===== src/rtl/fpu_exception_stage.sv =====
// Final stage of the single-precision add/sub FPU: side-band delay line, IEEE special-value
// handling, result register and sticky flags. Define FPU_EXC_COUNT_EN to add the ExcCount port.
module fpu_exception_stage #(
    parameter int LATENCY      = 6,
    parameter int DataSize     = 32,
    parameter int ExponentSize = 8,
    parameter int FractionSize = 23
) (
    input  logic                    CLK,
    input  logic                    RST_N,
    input  logic                    IssueValid,
    input  logic [DataSize-1:0]     IssueOperand1,
    input  logic [DataSize-1:0]     IssueOperand2,
    input  logic                    IssueOperation,
    input  logic [ExponentSize-1:0] DpExponent,
    input  logic [FractionSize-1:0] DpFraction,
    input  logic                    DpExpCarry,
    input  logic                    FlagClr,
    output logic [DataSize-1:0]     Result,
    output logic                    ResultValid,
    output logic [2:0]              Flags
`ifdef FPU_EXC_COUNT_EN
    ,
    output logic [15:0]             ExcCount
`endif
);

    localparam int MagSize = DataSize - 1;
    localparam logic [DataSize-1:0] QuietNan =
        {1'b0, {ExponentSize{1'b1}}, 1'b1, {(FractionSize-1){1'b0}}};

    typedef struct packed {
        logic               valid;
        logic               s1;
        logic               s2;
        logic               nan1;
        logic               inf1;
        logic               zero1;
        logic               nan2;
        logic               inf2;
        logic               zero2;
        logic               s_large;
        logic               eq_cancel;
        logic [MagSize-1:0] mag1;
        logic [MagSize-1:0] mag2;
    } side_t;

    logic [ExponentSize-1:0] e1, e2;
    logic [FractionSize-1:0] f1, f2;
    logic                    fin1, fin2;
    side_t                   issue_entry;
    side_t                   dl [1:LATENCY];
    side_t                   tail;
    logic [DataSize-1:0]     sel_result;
    logic [2:0]              ev;
    logic                    inf_sign;

    assign e1 = IssueOperand1[DataSize-2 -: ExponentSize];
    assign e2 = IssueOperand2[DataSize-2 -: ExponentSize];
    assign f1 = IssueOperand1[FractionSize-1:0];
    assign f2 = IssueOperand2[FractionSize-1:0];

    always_comb begin
        issue_entry       = '0;
        issue_entry.valid = IssueValid;
        issue_entry.s1    = IssueOperand1[DataSize-1];
        issue_entry.s2    = IssueOperand2[DataSize-1] ^ IssueOperation;
        issue_entry.nan1  = (e1 == '1) && (f1 != '0);
        issue_entry.inf1  = (e1 == '1) && (f1 == '0);
        issue_entry.zero1 = (e1 == '0);
        issue_entry.nan2  = (e2 == '1) && (f2 != '0);
        issue_entry.inf2  = (e2 == '1) && (f2 == '0);
        issue_entry.zero2 = (e2 == '0);
        issue_entry.mag1  = IssueOperand1[MagSize-1:0];
        issue_entry.mag2  = IssueOperand2[MagSize-1:0];
        // Ties pick operand 1; a tie with opposite signs is caught by eq_cancel anyway.
        issue_entry.s_large = (issue_entry.mag1 >= issue_entry.mag2) ? issue_entry.s1
                                                                      : issue_entry.s2;
        issue_entry.eq_cancel = (issue_entry.mag1 == issue_entry.mag2) && fin1 && fin2 &&
                                (issue_entry.s1 != issue_entry.s2);
    end

    assign fin1 = (e1 != '1) && (e1 != '0);
    assign fin2 = (e2 != '1) && (e2 != '0);

    // The tail entry was issued LATENCY edges ago, lining up with the Dp* inputs.
    assign tail     = dl[LATENCY];
    assign inf_sign = tail.inf1 ? tail.s1 : tail.s2;

    always_comb begin
        sel_result = '0;
        ev         = '0;
        if (tail.nan1 || tail.nan2 || (tail.inf1 && tail.inf2 && (tail.s1 != tail.s2))) begin
            sel_result = QuietNan;
            ev[2]      = 1'b1;
        end else if (tail.inf1 || tail.inf2) begin
            sel_result = {inf_sign, {ExponentSize{1'b1}}, {FractionSize{1'b0}}};
        end else if (tail.zero1 && tail.zero2) begin
            sel_result = {tail.s1 & tail.s2, {MagSize{1'b0}}};
        end else if (tail.zero1) begin
            sel_result = {tail.s2, tail.mag2};
        end else if (tail.zero2) begin
            sel_result = {tail.s1, tail.mag1};
        end else if (tail.eq_cancel) begin
            sel_result = '0;
        end else if (DpExpCarry || (DpExponent == '1)) begin
            sel_result = {tail.s_large, {ExponentSize{1'b1}}, {FractionSize{1'b0}}};
            ev[1]      = 1'b1;
        end else if (DpExponent == '0) begin
            sel_result = {tail.s_large, {MagSize{1'b0}}};
            ev[0]      = 1'b1;
        end else begin
            sel_result = {tail.s_large, DpExponent, DpFraction};
        end
    end

    always_ff @(posedge CLK or negedge RST_N) begin
        if (!RST_N) begin
            for (int k = 1; k <= LATENCY; k++) begin
                dl[k] <= '0;
            end
            Result      <= '0;
            ResultValid <= 1'b0;
            Flags       <= '0;
        end else begin
            dl[1] <= issue_entry;
            for (int k = 2; k <= LATENCY; k++) begin
                dl[k] <= dl[k-1];
            end
            ResultValid <= tail.valid;
            if (tail.valid) begin
                Result <= sel_result;
            end
            // A clear in the same cycle as a new event keeps only the new event's bits.
            Flags <= (FlagClr ? 3'b000 : Flags) | (tail.valid ? ev : 3'b000);
        end
    end

`ifdef FPU_EXC_COUNT_EN
    logic exc_event;
    logic [15:0] exc_count;

    assign exc_event = tail.valid && (ev != 3'b000);
    assign ExcCount  = exc_count;

    always_ff @(posedge CLK or negedge RST_N) begin
        if (!RST_N) begin
            exc_count <= '0;
        end else if (FlagClr) begin
            exc_count <= exc_event ? 16'd1 : 16'd0;
        end else if (exc_event && (exc_count != 16'hFFFF)) begin
            exc_count <= exc_count + 16'd1;
        end
    end
`endif

endmodule


===== config.mk =====
export PLATFORM = sky130hd
export DESIGN_NAME = fpu_exception_stage
export DESIGN_NICKNAME = d
export VERILOG_FILES = /design/src/rtl/fpu_exception_stage.sv
export SDC_FILE = /design/constraint.sdc
export NUM_CORES = 1
export LEC_CHECK = 0
export BUFFER_PORTS_ARGS = -buffer_cell sky130_fd_sc_hd__buf_2
export CELL_PAD_IN_SITES_DETAIL_PLACEMENT = 0
export CELL_PAD_IN_SITES_GLOBAL_PLACEMENT = 1
export CORE_ASPECT_RATIO = 1.25
export CORE_MARGIN = 4
export CORE_UTILIZATION = 40
export CTS_CLUSTER_DIAMETER = 30
export DETAILED_ROUTE_END_ITERATION = 6
export PLACE_DENSITY_LB_ADDON = 0.1
export SYNTH_ARGS = -nofsm -noshare
export SYNTH_HDL_FRONTEND = slang
export SYNTH_SLANG_ARGS = --single-unit

===== constraint.sdc =====
create_clock -name CLK -period 2.2 [get_ports CLK]
set_input_delay 0.22 -clock CLK [delete_from_list [all_inputs] [get_ports CLK]]
set_output_delay 0.22 -clock CLK [all_outputs]
set_load 0.01 [all_outputs]

# Yosys cells after proc, flatten, opt, wreduce, memory -nomap -nowiden
# Cells that the tools add are included.
[classes]
reduce_logical = 25
mux = 22
eq_ne = 8
n_bitwise = 3
magnitude_cmp = 1
[ops]
columns = ["operator", "count"]
rows = [
  ["32-bit 2-to-1 mux", 6],
  ["31-bit 2-to-1 mux", 2],
  ["23-bit logical NOT", 2],
  ["23-bit nonzero test", 2],
  ["31-bit == test", 1],
  ["31-bit greater-or-equal comparator", 1],
  ["8-bit == test, second input constant", 3],
  ["8-bit logical NOT", 3],
  ["8-bit inequality test, second input constant", 2],
  ["8-bit nonzero test", 2],
  ["1-bit logical AND", 12],
  ["2-bit 2-to-1 mux", 6],
  ["1-bit 2-to-1 mux", 6],
  ["3-bit 2-to-1 mux", 2],
  ["1-bit logical OR", 4],
  ["3-bit bitwise OR", 1],
  ["1-bit inequality test", 2],
  ["1-bit AND", 1],
  ["1-bit XOR", 1],
]
[totals]
in_bits = 101
reg_bits = 474
out_inout_bits = 36

# Logic depth before layout (Yosys ltp)
[depth]
word_depth = 11
ltp_mapped = 8
ltp_nobuf = 8

# Least setup slack after synthesis
# OpenSTA, ideal clock, no wires.
[synth_timing]
path_type = "input port to flip-flop"
from = "input IssueOperand2[30]"
to = "register dl[428] (netlist bit)"
path_stages = 8
slack_ps = 358
arrival_ps = 1715
required_ps = 2072
path_cell_list = "inv_1 > ha_1 > nand4_2 > nor4_4 > nand3_1 > and3b_1 > o2111ai_1 > mux2_1"
[synth_rtl]
columns = ["item", "line_no", "text"]
rows = [
  ["start, declared", "13", "input logic [DataSize-1:0] IssueOperand2,"],
  ["end signal, assigned by index", "128", "dl[k] <= dl[k-1];"],
  ["end, declared", "52", "side_t dl [1:LATENCY];"],
]

==> summary.md <==
| Metric | Value |
|---|---|
| Run status | `finished with violations` |
| Failing checks | `design-rule violations` |
| Clock Latency Late Sink | `0.57 ns` |
| Max-cap violations | `0` |
| Critical Path AT | `2.56 ns` |
| # diodes | `0` |
| Worst Tran Pin Value | `between 0.6 and 0.7 ns` |
| Syn_nets | `slightly above 900` |
| RSZ-0062 raised after global routing | `no` |
| Final-report hold violation count | `0` |
| Fin. max-slew vios | `0` |
| Rows | `76` |
| Hold path cells | `3` |
| TNS Setup | `0 ns` |
| WL final | `between 20,000 and 30,000 um` |
| Sequential share of the synthesized area | `0.852` |
| CTS max path bufs | `3` |
| CTS clk-pin slew, worst paths | `0.06 ns` |
| Die Ht | `approximately 220 um` |
| Share of cells above drive strength 1 | `0.278` |
| CTS tree | `yes` |
| First-pass GRT wire length | `43,300 um` |
| Yosys reg bits | `approximately 470` |
| Comb power frac | `0.045` |
| Max-slew headroom | `0.550` |
| H-tree levels | `2` |
| Switching Share | `0.225` |
| WP data required | `around 2.7 ns` |
| Grt ovf | `0` |
| Synth warn | `0` |
| Leak | `0.00871 uW` |
| # IOs | `137` |
| Startpoint class of the critical path | `primary input` |
| Crit end category | `flop` |
| Syn avg cell area | `around 18 sq um` |
| Library cells used by synthesis | `49` |
| Core ar. | `between 30,000 and 40,000 sq um` |
| Root buffer cell | `clkbuf_16` |
| Worst reg2reg setup slack | `around 0.24 ns` |
| Cells on worst reg2reg path | `5` |
| Vias per cell | `4.51` |
| Sequential share of power | `0.470` |
| Final Skew | `slightly below 0.02 ns` |
| Setup Fix Bufs, Post-CTS | `0` |
| WS Path Type | `primary input to flop` |
| Final worst path period need | `2.11 ns` |
| Drt first pass iters | `7` |
| Multi-input gate area in the final layout | `1850 sq um` |
| Worst vdd ir | `slightly below 600 uV` |
| CTS Buf Count | `61` |
| Port Buffers | `around 140` |
| Area Growth Syn to Fin | `34.0%` |
| NumNets Final | `1,241` |
| Pwr dens | `roughly 1100 nW/um^2` |
| Fin Hold WS | `0.0285 ns` |
| Chip width | `175 um` |
| CP Max Fanout | `2` |
| FF+latch area | `11,900 sq um` |
| Area contributors post-synth | `dfrtp_1 85%, ha_1 2.9%, a222oi_1 1.7%` |
| Die ar. | `between 30,000 and 40,000 sq um` |
| Initial core utilization | `0.405` |
| Post-detailed-route count of antenna-violating nets | `0` |
| Sw Pwr | `around 4500 uW` |
| Main synth FF type | `dfrtp_1` |
| CTS Sinks | `approximately 470` |
| Filler Cell Count | `approximately 2,800` |
| Clk pwr share | `0.485` |
| Total power | `19,800 uW` |
| Initial antenna violation count | `0` |
| Yosys top cell by area | `dfrtp_1` |
| Part of the cycle the worst path needs | `0.959` |
| Synth top area share | `0.852` |
| DRT iter0 DRCs | `~400` |
| Post-Syn Area | `13,900 sq um` |
| Final HPWL DP | `17,900 um` |
| Fin area | `~19,000 sq um` |
| Total track usage | `0.147` |
| Via count | `7,338` |
| Largest net degree at the start of global routing | `83` |
| DRC | `1` |
| Worst Hold Class | `primary input to flop` |
| Syn Inst Count | `772` |
| Number of global-route vias before repair | `roughly 8,000` |
| Setup-failing EPs final | `0` |
| WL per Instance | `~16 um` |
| Pint | `15,300 uW` |
| Number of synthesized flops with an enable pin | `0` |
| GPL Wtd Cong | `0.796` |
| DP Area | `15,600 sq um` |
| Async S/R FF share, synth | `1.00` |
| Fmax | `roughly 470 MHz` |
==> critical path, cell delays in order <==
cell	delay (ns)
dlygate4sd3_1	0.53
buf_2	0.14
ha_1	0.31
nand4_1	0.14
buf_4	0.16
nor2_1	0.09
buf_4	0.11
nand3_2	0.14
and3b_2	0.28
o2111ai_1	0.12
mux2_1	0.34
==> worst paths after layout <==
check / to / start
worst min-delay path: dl[432]$_DFF_PN0_ / IssueOperand1[28]
worst max register to register: Flags[0]$_DFF_PN0_ / dl[72]$_DFF_PN0_
worst max-delay path: dl[428]$_DFF_PN0_ / IssueOperand1[4]
max in group asynchronous: Result[3]$_DFFE_PN0P_ / RST_N
min in group asynchronous: dl[145]$_DFF_PN0_ / RST_N
worst min register to register: dl[131]$_DFF_PN0_ / dl[204]$_DFF_PN0_
==> registers in the layout, indices dropped and copies added (netlist names) <==
signal       count
dl             438
Result          32
Flags            3
ResultValid      1
==> power groups by stage <==
stage	combinational, uW	clock [uW]	sequential, uW
3_3_place_gp	788	0	9430
2_1_floorplan	223	0	9420
6_report	894	9590	9280
3_5_place_dp	791	0	9450
5_1_grt	1010	10300	9320
4_1_cts	923	9860	9290
==> cell usage after synthesis, types with 3 or more instances <==
cell	count
o22ai_1	3
nand3_1	9
nor3_1	7
nand2_1	20
nor4_1	12
nor2_1	17
o32a_1	7
ha_1	32
o2bb2ai_1	22
nand4_2	3
dfrtp_1	474
a21oi_1	26
nand4_1	14
a222oi_1	23
clkbuf_1	10
buf_2	3
buf_1	3
inv_1	37
o21ai_0	11
==> layout make-up <==
| type | instances | area share |
|---|---|---|
| inverters | 37 | 0.00744 |
| multi-input cells | 243 | 0.0990 |
| repair buffers | 291 | 0.114 |
| well taps | 468 | 0.0314 |
| clock inverters | 41 | 0.0212 |
| clock buffers | 74 | 0.0910 |
| flip-flops and latches | 474 | 0.636 |
==> per-stage QoR <==
| step | cells | worst slack, ns | util |
|---|---|---|---|
| after floorplan | 772 | 0.358 | - |
| after detailed placement | 1421 | -0.452 | 0.454 |
| final | 1628 | 0.0899 | 0.542 |
| after CTS | 1628 | 0.0169 | 0.542 |
| after global placement | 1421 | -0.449 | 0.454 |
| after global routing | 1628 | 0.00534 | 0.542 |
==> cells by family (layout without fill, tap and decap cells) <==
logic type,Yosys count,after routing,synth area share
buffers and inverters,55,443,0.0162
AO/OA/AOI/OAI,110,110,0.0611
multiplexers,1,1,0.000809
flip-flops,474,474,0.852
XOR/XNOR,2,2,0.00126
AND/OR/NAND/NOR,98,98,0.0401
adder cells (fa/ha/maj),32,32,0.0288
==> placed cells by master, fill, tap and decap left out, drive strengths merged, types with 2 or more instances in the layout <==
cell type	instances
a21o	2
nor3	8
clkinvlp	7
dlygate4sd3	92
nand2	20
nand4	17
and3b	2
inv	53
o2bb2ai	22
a222oi	23
or4	2
dfrtp	474
a211oi	3
nor2	17
clkinv	17
o22ai	3
nand3b	2
a21oi	26
clkbuf	74
ha	32
nor4	13
o21ai	11
a21boi	2
nand3	9
or2	2
nor2b	2
buf	199
o32a	7
==> metal layers <==
metal  vias up  wire, um  global-route usage
li1       3378         -                   -
met1      3705     10800               0.182
met2       198     13900               0.252
met3        57      1100              0.0298
met4         0       881              0.0639
met5         -         0                   0
==> timing repair <==
action,in CTS,in global routing
resized for setup,0,2
hold endpoints to repair,219,0
hold buffers,92,0
setup endpoints to repair,0,1
No activity file was read; power rests on OpenSTA's default activity.
